`config.mk`:
```
export PLATFORM = sky130hd
export DESIGN_NAME = risc_mem_arbiter
export DESIGN_NICKNAME = d
export VERILOG_FILES = /design/src/rtl/risc_pkg.sv /design/src/rtl/risc_arb_timer.sv /design/src/rtl/risc_mem_arbiter.sv
export SDC_FILE = /design/constraint.sdc
export NUM_CORES = 1
export LEC_CHECK = 0
export CORE_AREA = 2 2 86 171
export DETAILED_ROUTE_END_ITERATION = 12
export DIE_AREA = 0 0 88 173
export PLACE_DENSITY = 0.79
export SYNTH_ARGS = -nofsm -noshare
export SYNTH_HDL_FRONTEND = slang
export SYNTH_HIERARCHICAL = 1
export SYNTH_SLANG_ARGS = --single-unit
```
`constraint.sdc`:
```
create_clock -name clk -period 2.3 [get_ports clk]
set_clock_uncertainty 0.15 [all_clocks]
set_input_delay 0.23 -clock clk [delete_from_list [all_inputs] [get_ports clk]]
set_output_delay 0.23 -clock clk [all_outputs]
set_load 0.05 [all_outputs]
```
`src/rtl/risc_pkg.sv`:
```
// Shared types for the RISC unified-memory arbiter: FSM states, grant select and default widths.
package risc_pkg;

    localparam int unsigned RISC_AW = 32;
    localparam int unsigned RISC_DW = 32;

    typedef enum logic [1:0] {
        IDLE    = 2'd0,
        IF_BUSY = 2'd1,
        DM_BUSY = 2'd2,
        RESP    = 2'd3
    } arb_state_e;

    typedef enum logic {
        GNT_IF = 1'b0,
        GNT_DM = 1'b1
    } gnt_sel_e;

    // Data side wins unless it also won the previous grant and fetch is waiting.
    function automatic gnt_sel_e pick_grant(input logic if_req, input logic dm_req,
                                            input logic last_dm);
        return (dm_req && (!if_req || !last_dm)) ? GNT_DM : GNT_IF;
    endfunction

endpackage

```
`src/rtl/risc_arb_timer.sv`:
```
// Busy-cycle counter for the memory arbiter; expire_c flags the TIMEOUT-th busy cycle.
module risc_arb_timer #(
    parameter int unsigned TIMEOUT = 255
) (
    input  logic clk,
    input  logic rst_n,
    input  logic clear_i,
    input  logic run_i,
    output logic expire_c
);

    localparam int unsigned CW = (TIMEOUT > 1) ? $clog2(TIMEOUT + 1) : 1;

    logic [CW-1:0] cnt_q;

    assign expire_c = run_i && (cnt_q == CW'(TIMEOUT - 1));

    always_ff @(posedge clk or negedge rst_n) begin
        if (!rst_n) begin
            cnt_q <= '0;
        end else if (clear_i) begin
            cnt_q <= '0;
        end else if (run_i && !expire_c) begin
            cnt_q <= cnt_q + CW'(1);
        end
    end

endmodule

```
`src/rtl/risc_mem_arbiter.sv`:
```
// Fetch/data arbiter for one single-port unified memory, one access in flight at a time.
// Optional busy timeout enabled by defining RISC_MEM_ARB_TIMEOUT_EN.
module risc_mem_arbiter
    import risc_pkg::*;
#(
    parameter int unsigned AW      = RISC_AW,
    parameter int unsigned DW      = RISC_DW,
    parameter int unsigned TIMEOUT = 255
) (
    input  logic            clk,
    input  logic            rst,
    input  logic            if_req,
    input  logic [AW-1:0]   if_addr,
    output logic [DW-1:0]   if_rdata,
    output logic            if_valid,
    output logic            if_stall,
    input  logic            dm_req,
    input  logic            dm_we,
    input  logic [AW-1:0]   dm_addr,
    input  logic [DW-1:0]   dm_wdata,
    input  logic [DW/8-1:0] dm_be,
    output logic [DW-1:0]   dm_rdata,
    output logic            dm_valid,
    output logic            dm_stall,
    output logic            mem_req,
    output logic            mem_we,
    output logic [AW-1:0]   mem_addr,
    output logic [DW-1:0]   mem_wdata,
    output logic [DW/8-1:0] mem_be,
    input  logic            mem_ack,
    input  logic [DW-1:0]   mem_rdata,
    output logic            err
);

    localparam int unsigned BW = DW / 8;

    arb_state_e    state_q, state_d;
    logic          last_dm_q, last_dm_d;
    logic          mem_req_q, mem_req_d;
    logic          mem_we_q, mem_we_d;
    logic [AW-1:0] mem_addr_q, mem_addr_d;
    logic [DW-1:0] mem_wdata_q, mem_wdata_d;
    logic [BW-1:0] mem_be_q, mem_be_d;
    logic [DW-1:0] if_rdata_q, if_rdata_d;
    logic [DW-1:0] dm_rdata_q, dm_rdata_d;
    logic          if_valid_q, if_valid_d;
    logic          dm_valid_q, dm_valid_d;

    logic          busy_c;
    logic          expire_c;
    logic          done_c;
    logic [DW-1:0] resp_data_c;
    gnt_sel_e      gnt_c;

    assign busy_c      = (state_q == IF_BUSY) || (state_q == DM_BUSY);
    assign gnt_c       = pick_grant(if_req, dm_req, last_dm_q);
    assign done_c      = busy_c && (mem_ack || expire_c);
    // A timed-out access returns zero instead of whatever is on the bus.
    assign resp_data_c = mem_ack ? mem_rdata : '0;

`ifdef RISC_MEM_ARB_TIMEOUT_EN
    logic err_q;

    risc_arb_timer #(
        .TIMEOUT (TIMEOUT)
    ) u_timer (
        .clk      (clk),
        .rst_n    (rst),
        .clear_i  (state_q == IDLE),
        .run_i    (busy_c),
        .expire_c (expire_c)
    );

    always_ff @(posedge clk or negedge rst) begin
        if (!rst) begin
            err_q <= 1'b0;
        end else if (busy_c && !mem_ack && expire_c) begin
            err_q <= 1'b1;
        end
    end

    assign err = err_q;
`else
    logic unused_timeout;

    assign expire_c       = 1'b0;
    assign err            = 1'b0;
    assign unused_timeout = |32'(TIMEOUT);
`endif

    // Next-state and registered-output computation.
    always_comb begin
        state_d     = state_q;
        last_dm_d   = last_dm_q;
        mem_req_d   = mem_req_q;
        mem_we_d    = mem_we_q;
        mem_addr_d  = mem_addr_q;
        mem_wdata_d = mem_wdata_q;
        mem_be_d    = mem_be_q;
        if_rdata_d  = if_rdata_q;
        dm_rdata_d  = dm_rdata_q;
        if_valid_d  = 1'b0;
        dm_valid_d  = 1'b0;

        case (state_q)
            IDLE: begin
                if (if_req || dm_req) begin
                    mem_req_d = 1'b1;
                    last_dm_d = (gnt_c == GNT_DM);
                    if (gnt_c == GNT_DM) begin
                        state_d     = DM_BUSY;
                        mem_we_d    = dm_we;
                        mem_addr_d  = dm_addr;
                        mem_wdata_d = dm_wdata;
                        mem_be_d    = dm_be;
                    end else begin
                        state_d     = IF_BUSY;
                        mem_we_d    = 1'b0;
                        mem_addr_d  = if_addr;
                        mem_wdata_d = '0;
                        mem_be_d    = '1;
                    end
                end
            end
            IF_BUSY, DM_BUSY: begin
                if (done_c) begin
                    state_d   = RESP;
                    mem_req_d = 1'b0;
                    if (state_q == IF_BUSY) begin
                        if_valid_d = 1'b1;
                        if_rdata_d = resp_data_c;
                    end else begin
                        dm_valid_d = 1'b1;
                        if (!mem_we_q) begin
                            dm_rdata_d = resp_data_c;
                        end
                    end
                end
            end
            RESP: begin
                state_d = IDLE;
            end
            default: begin
                state_d = IDLE;
            end
        endcase
    end

    always_ff @(posedge clk or negedge rst) begin
        if (!rst) begin
            state_q     <= IDLE;
            last_dm_q   <= 1'b0;
            mem_req_q   <= 1'b0;
            mem_we_q    <= 1'b0;
            mem_addr_q  <= '0;
            mem_wdata_q <= '0;
            mem_be_q    <= '0;
            if_rdata_q  <= '0;
            dm_rdata_q  <= '0;
            if_valid_q  <= 1'b0;
            dm_valid_q  <= 1'b0;
        end else begin
            state_q     <= state_d;
            last_dm_q   <= last_dm_d;
            mem_req_q   <= mem_req_d;
            mem_we_q    <= mem_we_d;
            mem_addr_q  <= mem_addr_d;
            mem_wdata_q <= mem_wdata_d;
            mem_be_q    <= mem_be_d;
            if_rdata_q  <= if_rdata_d;
            dm_rdata_q  <= dm_rdata_d;
            if_valid_q  <= if_valid_d;
            dm_valid_q  <= dm_valid_d;
        end
    end

    assign mem_req   = mem_req_q;
    assign mem_we    = mem_we_q;
    assign mem_addr  = mem_addr_q;
    assign mem_wdata = mem_wdata_q;
    assign mem_be    = mem_be_q;
    assign if_rdata  = if_rdata_q;
    assign dm_rdata  = dm_rdata_q;
    assign if_valid  = if_valid_q;
    assign dm_valid  = dm_valid_q;

    // Hazard-unit stalls follow the raw request and the registered completion pulse.
    assign if_stall  = if_req && !if_valid_q;
    assign dm_stall  = dm_req && !dm_valid_q;

endmodule

```
==> results by group, run 1 <==
Setup path
  • R2r startpoint: state_q[0]
  • Crit start category: flip-flop
  • Worst Path Class, Setup: flip-flop to primary output
  • CP Launch Point: mem_we
  • Worst endpoint data arrival time: 1.68 ns
  • CP Buf/Inv Count: 1
  • Critical Path RT: 1.92 ns
  • Crit end category: primary output
  • CP max stage cell: clkdlybuf4s50_1
  • Slowest Stage Delay on Critical Path: 0.86 ns
  • Crit-path cells: clkdlybuf4s50_1
  • Top delay family on crit path: buffers and inverters
  • Worst Path Max Fanout: 3

Global route
  • Global route total overflow: 0
  • Largest net degree at the start of global routing: 64
  • Vias in the first global route: 5011
  • Antenna violations before repair: 0
  • First-pass GRT wire length: 26250 um
  • Total GRT Usage: 22.57%

Logic synthesis
  • Post-synth EDFFs: 0
  • Share of the synthesized area in the top cell type: 63.88%
  • Share of flip-flops with an asynchronous set or reset: 100.0%
  • Post-synth top cells: dfrtp_1 (139), a21oi_1 (66), mux2_2 (63)
  • Top-count cell post-synth: dfrtp_1
  • Area leader, netlist: dfrtp_1
  • Dominant cells by area after synthesis: dfrtp_1 (64%), mux2_2 (13%), a21oi_1 (6.1%)
  • Synthesized flop and latch total: 139
  • Post-Syn Instances: 429
  • Syn nets: 570
  • Dominant synthesized flop cell: dfrtp_1
  • Average size of a mapped cell: 12.69 um^2
  • Sequential-to-total area share from yosys stat: 63.88%
  • Syn Std Cell Area: 5445 um^2
  • Yosys Warn Count: 6
  • Netlist cell types: 25

Drt
  • Drc violations: 0
  • DR iter-0 viols: 132
  • Vias per std cell: 4.998
  • Final ANT Viol Nets: 0
  • Vias: 4538
  • Drt total wl: 16680 um
  • Wire per inst: 18.37 um
  • Drt first pass iters: 4

Clocking
  • Clk slew on worst S/H paths: 0.06 ns
  • Total CTS buffers: 17
  • # Post-CTS Setup Buffers: 0
  • Maximum clock path buffer count: 2
  • H-Tree Depth: 4
  • Worst-Skew Late Latency: 0.40 ns
  • CTS-repair resized insts: 0
  • Clock Sinks: 139
  • Root buf cell: clkbuf_16
  • CTS tree: done

STA
  • Setup TNS Final: 0 ns
  • RSZ-0062 raised after global routing: no
  • Final Critical Period: 2.061 ns
  • Worst Tran Pin Value: 0.5639 ns
  • Final setup fails: 0
  • Slew margin rel.: 62.29%
  • Endpoints failing hold: 0
  • Final Slew Violations: 0
  • Fin crit share: 89.59%
  • FMAX: 485.3 MHz

Cells and area
  • Fraction of layout cells with a size suffix above 1: 15.44%
  • Final nets: 848
  • Design Area, Final: 9114 um^2
  • Area Growth Syn to Fin: 67.37%
  • # diodes: 0

Power
  • Switching share of power: 46.38%
  • P_sw: 7.854 mW
  • Combinational fraction of design power: 57.2%
  • Leakage power: 3.876 nW
  • Clk pwr share: 17.0%
  • VDD IR max: 0.001247 V
  • Reg power frac: 25.8%
  • PwrDens: 1858 nW/um^2
  • Internal power: 9.080 mW

Die
  • Initial Utilization: 39.42%
  • Chip height: 173 um
  • Die footprint: 15220 um^2
  • Core area: 13810 um^2
  • Die Wd: 88 um
  • Row Count: 61
  • Ports: 277

Outcome
  • Status: finished, final reports clean

Placed design
  • Buffers on Ports: 275
  • HPWL after DPL: 12260 um
  • Cell Area, Placed: 8478 um^2
  • Gpl congestion: 0.8287

Run
  • Max-cap violations: 0

Min path
  • Hold crit path type: input port to asynchronous set/reset pin
[power by group through the flow]
stage | logic (mW) | clock network, mW | registers (mW)
floorplan | 2.13 | 0 | 8.48
global placement | 9.59 | 0 | 4.33
detailed placement | 9.74 | 0 | 4.38
CTS | 9.77 | 2.96 | 4.37
global route | 10.1 | 3.07 | 4.51
finish | 9.69 | 2.89 | 4.36
[metal layers]
| layer | vias to the layer above | global-route usage [%] | share of wire [%] |
|---|---|---|---|
| met5 | - | 0 | 0 |
| met4 | 0 | 12.31 | 4.5 |
| met3 | 49 | 5.919 | 7.0 |
| met2 | 220 | 40.31 | 54 |
| met1 | 2214 | 22.92 | 34 |
| li1 | 2055 | - | - |
[logic make-up (layout without fill, tap and decap cells)]
| kind of cell | Yosys count | in the layout | share of synthesized area (%) |
|---|---|---|---|
| adder cells (fa/ha/maj) | 3 | 3 | 0.6894 |
| multiplexers | 67 | 67 | 13.81 |
| AND/OR/NAND/NOR | 78 | 78 | 5.676 |
| flip-flops | 139 | 139 | 63.88 |
| AO/OA/AOI/OAI | 109 | 109 | 13.03 |
| other | 1 | 1 | 0.06887 |
| buffers and inverters | 32 | 322 | 2.849 |
[registers in the layout (all words and copies together), names as in the netlist]
name	cells
dm_rdata	32
last_dm_q	1
dm_valid	1
if_rdata	32
mem_be	4
mem_wdata	32
mem_addr	32
if_valid	1
state_q	2
mem_we	1
mem_req	1
[layout make-up]
| cell class | count | area (um^2) |
|---|---|---|
| clock inverter | 11 | 168.9 |
| fill | 1013 | 4701 |
| tap | 189 | 236.5 |
| inverter | 4 | 15.01 |
| multi-input combinational | 258 | 1829 |
| sequential | 139 | 3478 |
| clock buffer | 20 | 456.7 |
| timing repair buffer | 287 | 2929 |
[worst paths after layout]
| check | endpoint | slack [ns] | cells past startpoint |
|---|---|---|---|
| max | mem_we | 0.24 | 1 |
| min | mem_wdata[27] | 0.20 | 2 |
| max reg2reg | dm_rdata[15] | 0.31 | 6 |
| min reg2reg | dm_rdata[30] | 0.33 | 1 |
| max in group asynchronous | if_rdata[29] | 1.10 | 3 |
| min in group clk | mem_addr[3] | 0.22 | 3 |
[through the flow]
step / total power, mW / utilization (%) / cells / setup WS (ns) / hold slack, ns
floorplan: 10.61 / - / 429 / 0.4205 / -0.2156
global placement: 13.91 / 61.37 / 876 / 0.3246 / 0.06607
detailed placement: 14.11 / 61.37 / 876 / 0.2639 / 0.07297
CTS: 17.10 / 65.97 / 908 / 0.2035 / 0.1963
global route: 17.71 / 65.97 / 908 / 0.1677 / 0.2094
finish: 16.93 / 65.97 / 908 / 0.2394 / 0.1998
[repair_timing]
action                                  in CTS  in global routing
hold endpoints to repair                    52                  0
endpoints found under the setup margin       0                  0
hold buffers                                 1                  0
[cell usage in the layout (no fill, tap or decap), types with 6 or more instances in the layout]
cell type / synthesis / layout
clkbuf_16: 0 / 17
nand2_1: 37 / 37
a21oi_1: 66 / 66
dfrtp_1: 139 / 139
a22o_1: 33 / 33
mux2_2: 63 / 63
nor2_1: 36 / 36
buf_12: 0 / 7
buf_4: 4 / 6
clkdlybuf4s50_1: 0 / 272
(Power assumes the default switching activity.)
==> run 2, diff against run 1 <==
Settings changed: CORE_AREA 2 2 86 171 to 2 2 101 142, CTS_BUF_LIST set to sky130_fd_sc_hd__clkbuf_4, CTS_CLUSTER_DIAMETER set to 120, DIE_AREA 0 0 88 173 to 0 0 103 144, PLACE_DENSITY 0.79 to 0.81.
==> run 2 against run 1 <==
Against the previous run: worst hold slack worse by 0.13 ns; die area is 2.6% lower; sequential cell count stayed put; largest power group unchanged; highest routed layer unchanged.
==> results by group, run 2 (synthesized netlist as in run 1, its figures left out) <==
Setup path
  • R2r setup slk: 0.34 ns
  • CP Buf/Inv Count: 1
  • Crit-path cells: clkdlybuf4s50_1
  • Worst Path Class, Setup: flip-flop to primary output
  • Crit start category: flip-flop
  • CP max stage cell: clkdlybuf4s50_1
  • Crit end category: primary output
  • Worst endpoint data arrival time: 1.78 ns
  • Top delay family on crit path: buffers and inverters
  • Critical Path RT: 1.92 ns
  • Slowest Stage Delay on Critical Path: 0.85 ns
  • Worst Path Max Fanout: 2

Die
  • Die footprint: 14830 um^2
  • Core area: 13660 um^2
  • Chip height: 144 um
  • Initial Utilization: 39.88%
  • Ports: 277
  • Die Wd: 103 um
  • Row Count: 51

Power
  • Switching share of power: 49.69%
  • P_sw: 7.775 mW
  • PwrDens: 1779 nW/um^2
  • Leakage power: 3.737 nW
  • Clk pwr share: 10.4%
  • Tot Pwr: 15.65 mW
  • Internal power: 7.871 mW
  • Reg power frac: 27.7%
  • Combinational fraction of design power: 61.9%
  • VDD IR max: 0.0009533 V

STA
  • Setup TNS Final: 0 ns
  • Final setup fails: 0
  • Worst Tran Pin Value: 0.5704 ns
  • RSZ-0062 raised after global routing: no
  • Final Slew Violations: 0
  • Final Critical Period: 2.157 ns
  • FMAX: 463.5 MHz
  • Endpoints failing hold: 0
  • Fin crit share: 93.80%
  • Slew margin rel.: 61.86%

Placed design
  • Buffers on Ports: 275
  • HPWL after DPL: 11670 um
  • Gpl congestion: 0.7653

Drt
  • Final ANT Viol Nets: 0
  • Drt total wl: 15920 um
  • Vias: 4543
  • DR iter-0 viols: 129
  • Vias per std cell: 5.025
  • Drt first pass iters: 4
  • Drc violations: 0
  • Wire per inst: 17.61 um

Clocking
  • Clk slew on worst S/H paths: 0.14 ns
  • H-Tree Depth: 4
  • # Post-CTS Setup Buffers: 0
  • Worst-Skew Late Latency: 0.52 ns
  • CTS tree: done
  • Total CTS buffers: 17
  • Maximum clock path buffer count: 2
  • Clock Sinks: 139
  • Root buf cell: clkbuf_4

Cells and area
  • # diodes: 0
  • Fraction of layout cells with a size suffix above 1: 15.30%
  • Final nets: 847
  • Commonest non-fill, non-tap cells in the layout: clkdlybuf4s50_1 (271), dfrtp_1 (139), a21oi_1 (66), mux2_2 (63), nand2_1 (37)
  • Area Growth Syn to Fin: 61.49%
  • Most common cell after layout, fill and taps aside: clkdlybuf4s50_1

Global route
  • Largest net degree at the start of global routing: 54
  • Total GRT Usage: 21.15%
  • Global route total overflow: 0
  • Vias in the first global route: 4802
  • First-pass GRT wire length: 23740 um
  • Antenna violations before repair: 0

Run
  • Max-cap violations: 0

Min path
  • Hold crit path type: input port to asynchronous set/reset pin

Outcome
  • Status: finished, final reports clean
run 2: changes by cell type in the layout (fill, tap and decap cells not counted), moves of 3 or more:
cell / change
clkbuf_4: +17
clkinv_2: -3
clkbuf_16: -17
inv_6: +6
buf_4: -3
run 2: path summary, 6_finish.rpt:
check | startpoint | endpoint | cells past startpoint
max in group asynchronous | rst | mem_wdata[22] | 3
min in group clk | if_addr[14] | mem_addr[14] | 3
max | if_valid | if_valid | 1
max reg2reg | state_q[0] | dm_rdata[24] | 6
min | rst | mem_addr[15] | 2
min reg2reg | dm_rdata[30] | dm_rdata[30] | 1
run 2: layout make-up:
class | instances | area [um^2]
clock buffer | 17 | 127.6
clock inverter | 15 | 162.7
fill | 1087 | 4862
inverter | 4 | 15.01
multi-input combinational | 258 | 1829
sequential | 139 | 3478
tap | 185 | 231.5
timing repair buffer | 286 | 2949
run 2: per-stage QoR:
stage	setup WS (ns)	instances	area, um^2	hold WS [ns]	utilization [%]
5_1_grt	0.01914	904	8793	0.03750	64.39
2_1_floorplan	0.4205	429	5445	-0.2156	-
4_1_cts	0.03088	904	8791	0.03667	64.38
3_5_place_dp	0.2986	871	8491	0.06994	62.18
6_report	0.1427	904	8793	0.07026	64.39
3_3_place_gp	0.3677	871	8491	0.06428	62.18
run 2: timing repair:
item	CTS	global route
endpoints found under the setup margin	0	1
gates resized for setup	0	1
endpoints found under the hold margin	139	0
hold buffers	1	0
run 2: metal layers:
metal | vias up | track usage [%] | wire [um]
met5 | - | 0 | 0
met4 | 0 | 8.934 | 402
met3 | 27 | 7.878 | 1556
met2 | 218 | 37.56 | 8416
met1 | 2242 | 22.06 | 5541
li1 | 2056 | - | -
run 2: power by group through the flow:
stage / clock network (mW) / logic [mW] / registers [mW]
2_1_floorplan: 0 / 2.13 / 8.48
5_1_grt: 1.79 / 10.1 / 4.47
6_report: 1.63 / 9.68 / 4.33
3_3_place_gp: 0 / 9.56 / 4.32
3_5_place_dp: 0 / 9.71 / 4.39
4_1_cts: 1.69 / 9.75 / 4.34
run 2: worst register-to-register path, delay by kind of cell (launching register included):
| kind | cells | cell delay (ns) |
|---|---|---|
| adders and majority gates | 1 | 0.36 |
| muxes | 1 | 0.38 |
| and+or+nand+nor | 2 | 0.28 |
| buffers and inverters | 2 | 0.31 |
| DFF | 1 | 0.38 |
